<file path="src/rtl/dac_update_scheduler.sv">
// dac_update_scheduler
// Paces A/B sample pairs from a small FIFO to the DAC SPI serializer.
// Each programmable sample tick sends channel A, then channel B, through the
// serializer start/busy/done handshake. It then pulses LDAC low so both DAC
// outputs change together. Ticks that find the FIFO empty raise an underrun
// pulse. Ticks that arrive while an update is still running raise a late_tick
// pulse and are dropped.
module dac_update_scheduler #(
   parameter int         FIFO_DEPTH      = 4,
   parameter int         RATE_W          = 16,
   parameter int         LDAC_LOW_CYCLES = 2,
   parameter logic [2:0] CFG_BITS        = 3'b011,
   localparam int        LVL_W           = $clog2(FIFO_DEPTH + 1)
) (
   input  logic              clk100,
   input  logic              rst,
   input  logic              enable,
   input  logic [RATE_W-1:0] rate_div,
   input  logic              s_valid,
   output logic              s_ready,
   input  logic [11:0]       s_data_a,
   input  logic [11:0]       s_data_b,
   output logic              spi_start,
   output logic [15:0]       spi_word,
   input  logic              spi_busy,
   input  logic              spi_done,
   output logic              ldac,
   output logic              underrun,
   output logic              late_tick,
   output logic [15:0]       underrun_count,
   output logic [LVL_W-1:0]  fifo_level
);

   localparam int PTR_W = $clog2(FIFO_DEPTH);
   localparam int LAT_W = (LDAC_LOW_CYCLES > 1) ? $clog2(LDAC_LOW_CYCLES) : 1;

   localparam logic [2:0] ST_IDLE    = 3'd0;
   localparam logic [2:0] ST_START_A = 3'd1;
   localparam logic [2:0] ST_WAIT_A  = 3'd2;
   localparam logic [2:0] ST_START_B = 3'd3;
   localparam logic [2:0] ST_WAIT_B  = 3'd4;
   localparam logic [2:0] ST_LATCH   = 3'd5;

   logic [RATE_W-1:0] cnt_r;
   logic [RATE_W-1:0] rate_lat_r;
   logic              tick_r;

   logic [23:0]       mem_r [FIFO_DEPTH];
   logic [PTR_W-1:0]  wr_ptr_r;
   logic [PTR_W-1:0]  rd_ptr_r;
   logic [LVL_W-1:0]  level_r;
   logic              push_s;
   logic              pop_s;
   logic              s_ready_s;
   logic [11:0]       head_a_s;
   logic [11:0]       head_b_s;

   logic [2:0]        state_r;
   logic [11:0]       hold_a_r;
   logic [11:0]       hold_b_r;
   logic              spi_start_r;
   logic [15:0]       spi_word_r;
   logic              ldac_r;
   logic              underrun_r;
   logic              late_tick_r;
   logic [15:0]       underrun_count_r;
   logic [LAT_W-1:0]  lat_cnt_r;

   // s_ready depends only on the level register, so a pop cannot reach it combinationally.
   assign s_ready_s = (level_r != LVL_W'(FIFO_DEPTH));
   assign push_s    = s_valid && s_ready_s;
   assign pop_s     = tick_r && (state_r == ST_IDLE) && (level_r != {LVL_W{1'b0}});
   assign head_a_s  = mem_r[rd_ptr_r][23:12];
   assign head_b_s  = mem_r[rd_ptr_r][11:0];

   // Tick generator: the counter runs 0..rate_div, with one registered tick per wrap; rate_div is re-sampled at each wrap.
   always_ff @(posedge clk100) begin
      if (rst) begin
         cnt_r      <= {RATE_W{1'b0}};
         rate_lat_r <= {RATE_W{1'b0}};
         tick_r     <= 1'b0;
      end else if (!enable) begin
         cnt_r      <= {RATE_W{1'b0}};
         rate_lat_r <= rate_div;
         tick_r     <= 1'b0;
      end else if (cnt_r >= rate_lat_r) begin
         cnt_r      <= {RATE_W{1'b0}};
         rate_lat_r <= rate_div;
         tick_r     <= 1'b1;
      end else begin
         cnt_r      <= cnt_r + RATE_W'(1);
         tick_r     <= 1'b0;
      end
   end

   // FIFO storage: no reset is needed because the pointers and level decide which entries are valid.
   always_ff @(posedge clk100) begin
      if (push_s) begin
         mem_r[wr_ptr_r] <= {s_data_a, s_data_b};
      end
   end

   // FIFO pointers and occupancy; a push and a pop in the same cycle leave the level unchanged.
   always_ff @(posedge clk100) begin
      if (rst) begin
         wr_ptr_r <= {PTR_W{1'b0}};
         rd_ptr_r <= {PTR_W{1'b0}};
         level_r  <= {LVL_W{1'b0}};
      end else begin
         if (push_s) begin
            wr_ptr_r <= wr_ptr_r + PTR_W'(1);
         end
         if (pop_s) begin
            rd_ptr_r <= rd_ptr_r + PTR_W'(1);
         end
         case ({push_s, pop_s})
            2'b10:   level_r <= level_r + LVL_W'(1);
            2'b01:   level_r <= level_r - LVL_W'(1);
            default: level_r <= level_r;
         endcase
      end
   end

   // Update sequencer: starts channel A, then channel B, then drives the LDAC strobe; it also flags underrun and late ticks.
   always_ff @(posedge clk100) begin
      if (rst) begin
         state_r          <= ST_IDLE;
         hold_a_r         <= 12'h000;
         hold_b_r         <= 12'h000;
         spi_start_r      <= 1'b0;
         spi_word_r       <= 16'h0000;
         ldac_r           <= 1'b1;
         underrun_r       <= 1'b0;
         late_tick_r      <= 1'b0;
         underrun_count_r <= 16'h0000;
         lat_cnt_r        <= {LAT_W{1'b0}};
      end else begin
         spi_start_r <= 1'b0;
         underrun_r  <= 1'b0;
         late_tick_r <= tick_r && (state_r != ST_IDLE);
         case (state_r)
            ST_IDLE: begin
               if (tick_r) begin
                  if (level_r != {LVL_W{1'b0}}) begin
                     hold_a_r <= head_a_s;
                     hold_b_r <= head_b_s;
                     // If the serializer is already idle, start channel A now to save a cycle.
                     if (!spi_busy) begin
                        spi_start_r <= 1'b1;
                        spi_word_r  <= {1'b0, CFG_BITS, head_a_s};
                        state_r     <= ST_WAIT_A;
                     end else begin
                        state_r     <= ST_START_A;
                     end
                  end else begin
                     underrun_r <= 1'b1;
                     if (underrun_count_r != 16'hFFFF) begin
                        underrun_count_r <= underrun_count_r + 16'd1;
                     end
                  end
               end
            end
            ST_START_A: begin
               if (!spi_busy) begin
                  spi_start_r <= 1'b1;
                  spi_word_r  <= {1'b0, CFG_BITS, hold_a_r};
                  state_r     <= ST_WAIT_A;
               end
            end
            ST_WAIT_A: begin
               if (spi_done) begin
                  state_r <= ST_START_B;
               end
            end
            ST_START_B: begin
               if (!spi_busy) begin
                  spi_start_r <= 1'b1;
                  spi_word_r  <= {1'b1, CFG_BITS, hold_b_r};
                  state_r     <= ST_WAIT_B;
               end
            end
            ST_WAIT_B: begin
               if (spi_done) begin
                  ldac_r    <= 1'b0;
                  lat_cnt_r <= {LAT_W{1'b0}};
                  state_r   <= ST_LATCH;
               end
            end
            ST_LATCH: begin
               if (lat_cnt_r == LAT_W'(LDAC_LOW_CYCLES - 1)) begin
                  ldac_r  <= 1'b1;
                  state_r <= ST_IDLE;
               end else begin
                  lat_cnt_r <= lat_cnt_r + LAT_W'(1);
               end
            end
            default: begin
               ldac_r  <= 1'b1;
               state_r <= ST_IDLE;
            end
         endcase
      end
   end

   assign s_ready        = s_ready_s;
   assign spi_start      = spi_start_r;
   assign spi_word       = spi_word_r;
   assign ldac           = ldac_r;
   assign underrun       = underrun_r;
   assign late_tick      = late_tick_r;
   assign underrun_count = underrun_count_r;
   assign fifo_level     = level_r;

endmodule
</file>
<file path="config.mk">
export PLATFORM = sky130hd
export DESIGN_NAME = dac_update_scheduler
export DESIGN_NICKNAME = d
export VERILOG_FILES = /design/src/rtl/dac_update_scheduler.sv
export SDC_FILE = /design/constraint.sdc
export NUM_CORES = 1
export LEC_CHECK = 0
export ABC_AREA = 1
export ABC_CLOCK_PERIOD_IN_PS = 2590
export BUFFER_PORTS_ARGS = -buffer_cell sky130_fd_sc_hd__buf_2
export CORE_MARGIN = 2
export CORE_UTILIZATION = 50
export DETAILED_ROUTE_END_ITERATION = 6
export PLACE_DENSITY = 0.69
export SLEW_MARGIN = 20
export SYNTH_ARGS = -nofsm -noshare
export SYNTH_HDL_FRONTEND = slang
export SYNTH_SLANG_ARGS = --single-unit
</file>
<file path="constraint.sdc">
create_clock -name clk100 -period 2.59 [get_ports clk100]
set_input_delay 0.1295 -clock clk100 [delete_from_list [all_inputs] [get_ports clk100]]
set_output_delay 0.1295 -clock clk100 [all_outputs]
set_load 0.03 [all_outputs]
</file>
==> results of run 1 <==
[logic make-up after synthesis]
kind of cell    count (synthesis)  share of synthesized area (%)
compound gates                161                           10.4
xor+xnor                       18                           1.81
fa+ha+maj                      24                           3.53
buf+inv                       138                           6.51
flops                         200                           57.0
other cells                     1                         0.0430
simple gates                  426                           20.7
[area by class of cell]
cell class	count	area, µm²	area share [%]
Clock inverter	15	163	1.57
Inverter	94	353	3.41
Timing Repair Buffer	143	976	9.43
Tap cell	225	282	2.72
Sequential cell	200	4960	48.0
Multi-Input combinational cell	630	3190	30.8
Clock buffer	17	425	4.11
[registers in the layout, summed over array words and instances, names as in the netlist, 12 cells and up, named ones only]
register / cells
cnt_r: 16
hold_a_r: 12
hold_b_r: 12
mem_r: 96
rate_lat_r: 16
spi_word: 14
underrun_count: 16
[power breakdown]
part	internal (mW)	total (mW)	switching (mW)
sequential	3.48	3.55	0.0758
combinational	0.289	0.862	0.573
clock	1.30	2.60	1.30
[per-layer routing]
layer / part of all wire (%) / wire length (µm) / global-route usage (%) / vias to the layer above
met5: 0 / 0 / 0 / -
met3: 5.0 / 937 / 4.51 / 18
met4: 1.1 / 209 / 6.02 / 0
met2: 49 / 9150 / 36.4 / 158
li1: - / - / - / 3449
met1: 45 / 8350 / 26.5 / 3179
[critical path: cells and delay by family (launching register included)]
family	cells	cell delay [ns]
simple gates	2	0.39
fa+ha+maj	2	0.58
flops	1	0.33
compound gates	4	0.46
buf+inv	2	0.19
[synth_stat cells (2+ instances only)]
master	n	share of area, %
buf_4	4	0.34
inv_1	92	4.0
edfxtp_1	96	33
nor3_1	8	0.46
nand4_1	26	1.9
nand2_1	200	8.6
a21oi_1	34	2.0
o21ai_0	89	5.1
ha_1	23	3.3
a22oi_1	12	1.0
or2_2	3	0.22
xor2_1	13	1.3
nand3_1	47	2.7
a21oi_2	10	1.0
nand2_4	2	0.26
buf_1	3	0.13
nor2_1	129	5.6
buf_2	17	0.98
nand2_2	3	0.22
clkbuf_1	18	0.78
xnor2_1	5	0.50
nor2_2	3	0.22
dfxtp_1	104	24
a31oi_1	12	0.86
[metrics by stage]
stage          utilization [%]  std cells  hold slack (ns)  total power [mW]  TNS [ns]
2_1_floorplan                -        968            0.225              4.17     -6.46
3_5_place_dp              54.5       1252            0.346              4.44         0
4_1_cts                   60.3       1324           0.0274              7.07         0
5_1_grt                   60.3       1324           0.0596              7.31         0
3_3_place_gp              54.5       1252            0.343              4.43         0
6_report                  60.3       1324           0.0468              7.02         0
[worst min path at each step]
stage | end | slack [ns] | depth (start not counted)
global placement | mem_r[2][9] | 0.34 | 1
detailed placement | mem_r[1][22] | 0.35 | 1
floorplan | ldac | 0.23 | 2
finish | lat_cnt_r | 0.05 | 4
global route | lat_cnt_r | 0.06 | 4
CTS | lat_cnt_r | 0.03 | 4
[repair_timing]
item | CTS | global route
endpoints found under the hold margin | 112 | 0
gates resized for setup | 0 | 0
hold buffers | 40 | 0
==> out/results.ini, run 1 <==
[run_status]
status=completed

[synth]
syn_nets=1038
synthDistinctLibCells=39
synth-seq-area-share_pct=57.0
avgSynthCellArea_um2=9.00
ys_warn_count=0
ys.flop_type=dfxtp_1
syn_area_um2=8710
synth_edf_count=96
async_flop_share_pct=0
ys_seq_elements=200
synthCells=968

[layout]
fillers=1467
layout.nets=1156
area_growth_pct=18.8
layout-drive-gt1-share_pct=15.0
stdcell_area_um2=10400
diodes=0
final_cell_mix=nand2_1, nor2_1, dfxtp_1, edfxtp_1, inv_1
final_common_cell=nand2_1

[global_route]
grt_pass1_wl_mm=30.3
antenna_found_initial=0
grt_pass1_vias=6283
grt-ovfl-total=0
grt_use_total_pct=21.0
grt_max_degree=50

[floorplanning]
initial_core_util_pct=50.7
rows=48
die_y_um=136
ios=86
die_area_um2=18500
core-area_um2=17200
die_x_um=136

[placement]
io_buffers=84
place_ws_ns=0.540
gp_congestion=0.816
dpl.hpwl_mm=11.6
dpl_cell_area_um2=9360

[routing]
drt-total-wl_mm=18.6
num_vias=6804
wire_per_inst_um=14.1
first_pass_iters=5
drc=0
drtIter0Drc=304
via_per_inst=5.14
ant_nets=0

[setup_path]
cp.required_ns=2.91
start_kind=register
crit_type=register to register
startpoint=fifo_level[0]
r2r_start=fifo_level[0]
critPathMaxStageDelay_ns=0.37
reg2reg_depth=10
r2r_slack_ns=0.53
crit_chain=inv_1 -> nand3_1 -> nand2_1 -> ha_1 -> inv_1 -> fa_1 -> a21oi_1 -> o21ai_0 -> o21ai_0 -> a21oi_1
crit_slowest_cell=fa_1
endpoint=fifo_level[2]
crit_path_end_kind=register
crit_fanout=9
crit_arrival_ns=2.38
r2r-end=fifo_level[2]

[timing]
relSlewSlack_pct=62.0
max_freq_mhz=486
hold_viol=0
tightestPinTransition_ns=0.567
layout_min_cycle_time_ns=2.06
grt_setup_unrepaired=no
setup_slack_ns=0.533
finalSetupViolCount=0
finalClockSkew_ns=0.00835
period_share_pct=79.4
drv_slew=0

[power]
vdd_drop_max_mv=0.554
cellLeakagePower_nw=4.35
power.density_nw_per_um2=678

[flow_run]
cap_violations=0

[hold_path]
min_path_type=input pin to register
min_from=spi_done

[clock_tree]
cts_inserted_buffers=17
clk_pin_slew_worst_paths_ns=0.07
root_buffer=clkbuf_16
clk_path_buf_depth=2
cts_tree=yes
cts_sinks=200
h-tree-depth=4
worstSkewPairLatency_ns=0.43
post_cts_buffers=0

No activity file was read; power rests on OpenSTA's default activity.
==> run 2: changes to the inputs <==
Settings changed: ABC_AREA 1 to 0, ABC_CLOCK_PERIOD_IN_PS 2590 to 2200.
Clock period 2.59 ns to 2.2 ns, I/O delays scaled along.
==> out/results.ini, run 2 <==
[setup_path]
crit_chain=inv_1 -> ha_1 -> nand2b_1 -> a2111oi_0 -> nand3b_2 -> nand4_4 -> a2bb2oi_1
crit_slowest_cell=dfxtp_1
crit_fanout=16
cp.required_ns=2.50
crit_family=simple AND/OR/NAND/NOR gates
start_kind=register
crit_arrival_ns=2.39
critical_path_buf_inv_count=1
reg2reg_depth=7
r2r_start=cnt_r[0]
crit_path_end_kind=register
r2r-end=rate_lat_r[1]
crit_type=register to register
r2r_slack_ns=0.12
critPathMaxStageDelay_ns=0.39

[floorplanning]
rows=47
die_y_um=133
die_x_um=133
ios=86
initial_core_util_pct=50.7
core-area_um2=16500
die_area_um2=17700

[global_route]
grt_pass1_vias=5630
grt_pass1_wl_mm=27.6
grt_max_degree=45
grt_use_total_pct=19.6
antenna_found_initial=0
grt-ovfl-total=0

[clock_tree]
cts_tree=yes
worstSkewPairLatency_ns=0.43
h-tree-depth=4
root_buffer=clkbuf_16
clk_pin_slew_worst_paths_ns=0.07
cts_sinks=200
cts_inserted_buffers=17
post_cts_buffers=0
clk_path_buf_depth=2

[synth]
synth-seq-area-share_pct=59.5
avgSynthCellArea_um2=12.1
yosysMostFrequentCell=dfxtp_1
syn_area_um2=8350
synth_edf_count=96
ys_warn_count=0
yosys-top-cells-count=dfxtp_1, edfxtp_1, nand2_1
synth_top_cell_by_area=edfxtp_1
synth_top_area_share_pct=34.5
syn_nets=762
async_flop_share_pct=0
synthDistinctLibCells=55
synthTopCellsByArea=edfxtp_1, dfxtp_1, mux4_2
ys.flop_type=dfxtp_1
synthCells=692
ys_seq_elements=200

[timing]
relSlewSlack_pct=64.2
fin_setup_tns_ns=0
finalClockSkew_ns=0.0131
max_freq_mhz=480
finalSetupViolCount=0
layout_min_cycle_time_ns=2.08
hold_viol=0
grt_setup_unrepaired=no
drv_slew=0
tightestPinTransition_ns=0.533
period_share_pct=94.7

[routing]
drtIter0Drc=334
wire_per_inst_um=15.8
drt-total-wl_mm=16.6
ant_nets=0
first_pass_iters=5
num_vias=5581
drc=0
via_per_inst=5.30

[layout]
stdcell_area_um2=10100
area_growth_pct=20.9
regMostFlops=mem_r
final_common_cell=dfxtp_1
layout-drive-gt1-share_pct=22.4
regArea_um2=4980
fin_util_pct=61.3
multiInputGateArea_um2=3150
diodes=0
final_cell_mix=dfxtp_1, nand2_1, edfxtp_1, buf_2, nor2_1
fillers=1297
layout.nets=890
largest_reg_flops=96

[power]
cellLeakagePower_nw=3.66
vdd_drop_max_mv=0.963
total_power_mw=7.57
power.density_nw_per_um2=749

[placement]
dpl_cell_area_um2=9090
gp_congestion=0.772
dpl.hpwl_mm=10.9
io_buffers=84

[hold_path]
min_path_type=input pin to register
holdPathEnd=ldac
min_path_cells=4
min_from=spi_done

[run_status]
status=completed

[flow_run]
cap_violations=0

-- run 2: worst reg2reg max path, cell delays in order, from the launching register on --
cell,delay (ns)
dfxtp_1,0.39
inv_1,0.06
ha_1,0.28
nand2b_1,0.13
a2111oi_0,0.37
nand3b_2,0.24
nand4_4,0.26
a2bb2oi_1,0.23
-- run 2: worst max path at each step --
| stage | start | endpoint | slack (ns) | depth (start not counted) |
|---|---|---|---|---|
| 2_1_floorplan | fifo_level[2] | fifo_level[2] | 0.008 | 10 |
| 3_3_place_gp | fifo_level[0] | fifo_level[2] | 0.12 | 10 |
| 3_5_place_dp | fifo_level[0] | fifo_level[2] | 0.04 | 10 |
| 4_1_cts | fifo_level[0] | fifo_level[2] | 0.02 | 10 |
| 5_1_grt | fifo_level[0] | fifo_level[2] | 0.005 | 10 |
| 6_report | cnt_r[0] | rate_lat_r[1] | 0.12 | 7 |
-- run 2: area by class of cell --
type | count | area share (%)
clock buffers | 18 | 4.25
well taps | 220 | 2.73
inverters | 27 | 1.03
repair buffers | 145 | 10.0
flip-flops and latches | 200 | 49.3
multi-input cells | 429 | 31.2
clock inverters | 14 | 1.55
-- run 2: routing by layer --
metal	up-vias	GRT usage [%]	part of all wire (%)	wire, µm
met4	0	5.79	1.4	240
met5	-	0	0	0
met2	105	34.7	51	8570
met1	2720	24.3	43	7230
met3	14	4.00	3.6	602
li1	2742	-	-	-
-- run 2: per-stage QoR --
stage | hold slack, ns | instances | setup slack, ns
finish | 0.0381 | 1053 | 0.117
global route | 0.0599 | 1053 | 0.00509
CTS | 0.0174 | 1053 | 0.0236
detailed placement | 0.326 | 980 | 0.0371
global placement | 0.318 | 980 | 0.124
floorplan | 0.189 | 692 | 0.00849
-- run 2: kinds of logic after synthesis --
| family | Yosys count | synth area share [%] |
|---|---|---|
| adders and majority gates | 24 | 3.69 |
| and+or+nand+nor | 237 | 14.8 |
| DFF | 200 | 59.5 |
| buffers and inverters | 63 | 3.22 |
| other | 1 | 0.0449 |
| xor gates and xnor gates | 32 | 3.36 |
| AOI/OAI and AO/OA | 98 | 7.37 |
| muxes | 37 | 8.03 |
-- run 2: where the power goes --
group	switching, mW	total [mW]	internal (mW)
Combinational	0.235	0.443	0.208
Sequential	0.0476	4.07	4.02
Clock	1.44	3.05	1.61
Total	1.72	7.57	5.84
-- run 2: what timing repair did --
action / CTS / global route
endpoints found under the hold margin: 113 / 0
hold buffers: 41 / 0
endpoints found under the setup margin: 0 / 2
resized for setup: 0 / 5
